$ cat src/rtl/reset_sequencer.sv
// reset_sequencer: releases RAM reset, then CPU reset on a prescaler tick (or timeout), with soft re-sequence.
// Define RST_SEQ_WDT_EN to add a RUN-state watchdog that forces a re-sequence when not kicked.
module reset_sequencer #(
   parameter int HOLD_CYCLES  = 16,
   parameter int RAM_LEAD     = 8,
   parameter int TICK_TIMEOUT = 65535,
   parameter int WDT_CYCLES   = 16777216
) (
   input  logic clk,
   input  logic rst_n,
   input  logic cpu_tick,
   input  logic soft_rst_req,
   input  logic wdt_kick,
   output logic rst_ram_n,
   output logic rst_cpu_n,
   output logic ready,
   output logic tick_timeout,
   output logic wdt_fired
);
   typedef enum logic [1:0] {ASSERT, RAM_REL, WAIT_TICK, RUN} state_t;
   localparam int MAX_A = HOLD_CYCLES > RAM_LEAD ? HOLD_CYCLES : RAM_LEAD;
   localparam int MAX_B = MAX_A > TICK_TIMEOUT ? MAX_A : TICK_TIMEOUT;
`ifdef RST_SEQ_WDT_EN
   localparam int MAX_P = MAX_B > WDT_CYCLES ? MAX_B : WDT_CYCLES;
`else
   localparam int MAX_P = MAX_B;
`endif
   localparam int CW = $clog2(MAX_P) + 1;
   localparam logic [CW-1:0] HOLD_END = CW'(HOLD_CYCLES - 1);
   localparam logic [CW-1:0] LEAD_END = CW'(RAM_LEAD - 1);
   localparam logic [CW-1:0] TICK_END = CW'(TICK_TIMEOUT - 1);
   logic [1:0]    sync_q;
   logic          rst_int_n;
   state_t        state_q, state_d;
   logic [CW-1:0] cnt_q, cnt_d, cnt_sat, run_cnt;
   logic          ram_q, ram_d, cpu_q, cpu_d, rdy_q, rdy_d, tto_q, tto_d;
   logic          wdt_exp, trig;
   // Assertion is asynchronous; release is clocked through two flops.
   always_ff @(posedge clk or negedge rst_n) begin
      if (!rst_n) sync_q <= 2'b00;
      else        sync_q <= {sync_q[0], 1'b1};
   end
   assign rst_int_n = sync_q[1];
   assign cnt_sat   = &cnt_q ? cnt_q : cnt_q + CW'(1);
`ifdef RST_SEQ_WDT_EN
   localparam logic [CW-1:0] WDT_END = CW'(WDT_CYCLES - 1);
   logic wdf_q;
   assign wdt_exp = state_q == RUN && cnt_q == WDT_END && !wdt_kick;
   assign run_cnt = wdt_kick ? '0 : cnt_sat;
   always_ff @(posedge clk or negedge rst_int_n) begin
      if (!rst_int_n)                    wdf_q <= 1'b0;
      else if (wdt_exp || soft_rst_req) wdf_q <= wdt_exp;
   end
   assign wdt_fired = wdf_q;
`else
   logic unused_wdt;
   assign unused_wdt = wdt_kick ^ (WDT_CYCLES == 0);
   assign wdt_exp    = 1'b0;
   assign run_cnt    = '0;
   assign wdt_fired  = 1'b0;
`endif
   assign trig = soft_rst_req | wdt_exp;
   always_comb begin
      state_d = state_q;
      cnt_d   = cnt_sat;
      ram_d   = ram_q;
      cpu_d   = cpu_q;
      rdy_d   = rdy_q;
      tto_d   = tto_q;
      case (state_q)
         ASSERT: if (cnt_q == HOLD_END) begin
            state_d = RAM_REL;
            cnt_d   = '0;
            ram_d   = 1'b1;
         end
         RAM_REL: if (cnt_q == LEAD_END) begin
            state_d = WAIT_TICK;
            cnt_d   = '0;
         end
         WAIT_TICK: if (cpu_tick || cnt_q == TICK_END) begin
            state_d = RUN;
            cnt_d   = '0;
            cpu_d   = 1'b1;
            rdy_d   = 1'b1;
            tto_d   = !cpu_tick;
         end
         default: cnt_d = run_cnt;
      endcase
      // A trigger overrides everything, including a coincident tick.
      if (trig) begin
         state_d = ASSERT;
         cnt_d   = '0;
         ram_d   = 1'b0;
         cpu_d   = 1'b0;
         rdy_d   = 1'b0;
      end
   end
   always_ff @(posedge clk or negedge rst_int_n) begin
      if (!rst_int_n) begin
         state_q <= ASSERT;
         cnt_q   <= '0;
         ram_q   <= 1'b0;
         cpu_q   <= 1'b0;
         rdy_q   <= 1'b0;
         tto_q   <= 1'b0;
      end else begin
         state_q <= state_d;
         cnt_q   <= cnt_d;
         ram_q   <= ram_d;
         cpu_q   <= cpu_d;
         rdy_q   <= rdy_d;
         tto_q   <= tto_d;
      end
   end
   assign rst_ram_n    = ram_q;
   assign rst_cpu_n    = cpu_q;
   assign ready        = rdy_q;
   assign tick_timeout = tto_q;
endmodule

$ cat config.mk
export PLATFORM = sky130hd
export DESIGN_NAME = reset_sequencer
export DESIGN_NICKNAME = d
export VERILOG_FILES = /design/src/rtl/reset_sequencer.sv
export SDC_FILE = /design/constraint.sdc
export NUM_CORES = 1
export LEC_CHECK = 0
export ABC_AREA = 1
export ABC_CLOCK_PERIOD_IN_PS = 1100
export BUFFER_PORTS_ARGS = -buffer_cell sky130_fd_sc_hd__buf_4
export CORE_ASPECT_RATIO = 0.6
export CORE_UTILIZATION = 35
export DETAILED_ROUTE_END_ITERATION = 6
export PLACE_DENSITY_LB_ADDON = 0.25
export SLEW_MARGIN = 20
export SYNTH_ARGS = -nofsm -noshare
export SYNTH_HDL_FRONTEND = slang
export SYNTH_SLANG_ARGS = --single-unit
$ cat constraint.sdc
create_clock -name clk -period 1.1 [get_ports clk]
set_input_delay 0.165 -clock clk [delete_from_list [all_inputs] [get_ports clk]]
set_output_delay 0.165 -clock clk [all_outputs]
set_load 0.03 [all_outputs]
==> metrics <==
Total GRT Usage approximately 18%; # clock sinks 24; post-synth top area share 39.0%; Tmin final between 1500 and 2000 ps; vias per cell 4.30; Cell Area, Placed between 2000 and 2500 µm²; Area Overhead vs Synth 46.6%; WL met3 approximately 170 µm; Clock Latency Late Sink ~270 ps; Max-cap violations 0; placed cell count between 300 and 400; post-route cell area 2260 µm²; CTS Root Cell clkbuf_8; cell taking the most area after synthesis dfrtp_1; Final WS setup -566 ps; core outline area 4170 µm²; Slew Limit Fails 0; DIE WIDTH 87.6 µm; Die ar. approximately 4700 µm²; Avg WL per Cell between 10 and 15 µm; layout cells sized above 1 a little over a third; largest cells by area after synthesis dfrtp_1 (39%), nor2_1 (11%), nand2_1 (10%); DR DRC count 0; clock skew 4.97 ps; r2r worst-path depth 12; CTS tree yes; # diodes 0; antenna viol nets, final 0; H-tree depth 1; status finished with violations; Startpoint Class flip-flop; First DRT Iteration DRCs 66; critical-path maximum fanout 8; grt ovf 0; post-route insts no fill between 300 and 400; die height around 53 µm; failing checks setup timing; Data required, critical path around 1300 ps; Clock Path Buffers 2; count of buffers from port buffering 7; post-synthesis instance area around 1500 µm²; HPWL Detailed between 2 and 3 mm; fin crit share 151%; sequential share of the synthesized area 39.0%; fillcell total between 400 and 500; Max Fclk about 600 MHz; Routed WL ~3.8 mm; highest routed metal layer met4; Synth Warn # 0; crit end category flip-flop; RePlAce Congestion roughly 0.79; Critical Path AT 1840 ps; kind of critical path flip-flop to flip-flop; initial antenna violation count 0; CTS Buf Count 3; # setup viols final 22; post-synthesis net count 224; Starting Density between 30% and 40%; via count 1444; largest net degree at the start of global routing 23; Leakage 1.12 nW; first-pass detailed-route iteration total 4; mean post-synth cell area 7.23 µm²; Max VDD drop 0.963 mV; RSZ-0062 raised after global routing true; Worst Hold Depth 2; CTS clk-pin slew, worst paths about 90 ps; # nets final between 200 and 300; cell row count 18; HP Class input port to flip-flop; met1 WL approximately 2.2 mm; Netlist cell types 23; count of state elements after synthesis 24; vias in the first global route 1286; commonest non-fill, non-tap cells in the layout buf_4 (59), nor2_1 (39), nand2_1 (38); wire length of the first global-routing pass 6.10 mm; Top Ports 10; Synth Instances ~210; met2 routed WL 1.49 mm; Pwr Density around 1400 nW/µm²; Hold Violations, Final 0; most common cell after layout, fill and taps aside buf_4
==> cell families after synthesis <==
logic type | count (synthesis) | share of synthesized area [%]
adder cells (fa/ha/maj) | 6 | 4.88
AO/OA/AOI/OAI | 9 | 3.66
XOR/XNOR | 11 | 6.26
flip-flops | 24 | 39.0
buffers and inverters | 38 | 10.7
other | 2 | 0.488
AND/OR/NAND/NOR | 123 | 35.0
==> power breakdown <==
part / total [mW] / switching [mW] / internal [mW]
registers: 1.09 / 0.107 / 0.979
clock network: 0.790 / 0.303 / 0.487
logic: 1.38 / 0.695 / 0.687
==> cells in the mapped netlist (all sizes together) <==
cell and instances:
nand2 49, nor2 49, inv 34, dfrtp 24, nand3 18, xor2 10, o21ai 7, ha 6
buf 4, nand4 4, nor3 3, a21oi 2, conb 2, xnor2 1
==> critical path, cell delays in order (launching register included) <==
cell and delay (ps):
dfrtp_1 410, inv_2 90, ha_4 120, inv_2 30, nor2_2 80, nand2_1 60, nor2_2 110, nand2_2 80
nand2_4 80, nor2_4 40, o21ai_4 230, clkbuf_16 200, nor2_1 40
==> final timing paths <==
path	start	endpoint	slack (ps)
worst min-delay path	cpu_tick	tick_timeout	60
worst min register to register	sync_q[1]	cnt_q[13]	220
worst max-delay path	cnt_q[0]	cnt_q[0]	-570
worst max register to register	cnt_q[0]	cnt_q[0]	-570
max in group asynchronous	sync_q[1]	cnt_q[1]	640
min in group asynchronous	rst_n	sync_q[1]	190
==> timing repair <==
| action | in CTS | in global routing |
|---|---|---|
| setup buffers | 0 | 3 |
| pin swaps | 1 | 8 |
| resized for setup | 8 | 12 |
| gates cloned | 0 | 1 |
| hold buffers | 1 | 0 |
| setup endpoints to repair | 22 | 22 |
| hold endpoints to repair | 2 | 0 |
==> metal layers <==
metal,GRT usage [%],vias to the layer above
met3,4.21,2
li1,-,766
met5,0,-
met2,23.8,26
met4,3.28,0
met1,27.5,650
==> state kept, by name (all words and copies together) (netlist names) <==
| register | cells |
|---|---|
| tick_timeout | 1 |
| cnt_q | 17 |
| state_q | 2 |
| rst_ram_n | 1 |
| sync_q | 2 |
| ready | 1 |
==> metrics by stage <==
stage / power [mW] / hold WS [ps] / setup TNS [ps] / utilization [%] / worst slack (ps)
6_report: 3.26 / 59.8 / -10980 / 54.1 / -566
4_1_cts: 3.08 / 78.6 / -10570 / 52.1 / -518
3_5_place_dp: 2.24 / -50.8 / -9820 / 49.1 / -497
2_1_floorplan: 1.74 / -131 / -7060 / - / -408
3_3_place_gp: 2.24 / -50.8 / -9370 / 49.1 / -461
5_1_grt: 3.46 / 58.5 / -13260 / 54.1 / -663
==> final cells by class <==
class | instances | area [µm²] | area share, %
repair buffers | 63 | 509 | 22.6
clock inverters | 1 | 30.0 | 1.33
flip-flops and latches | 24 | 602 | 26.7
well taps | 60 | 75.1 | 3.33
inverters | 34 | 128 | 5.66
multi-input cells | 151 | 871 | 38.6
clock buffers | 3 | 41.3 | 1.83
Note: power is estimated with default switching activity, not from simulation.
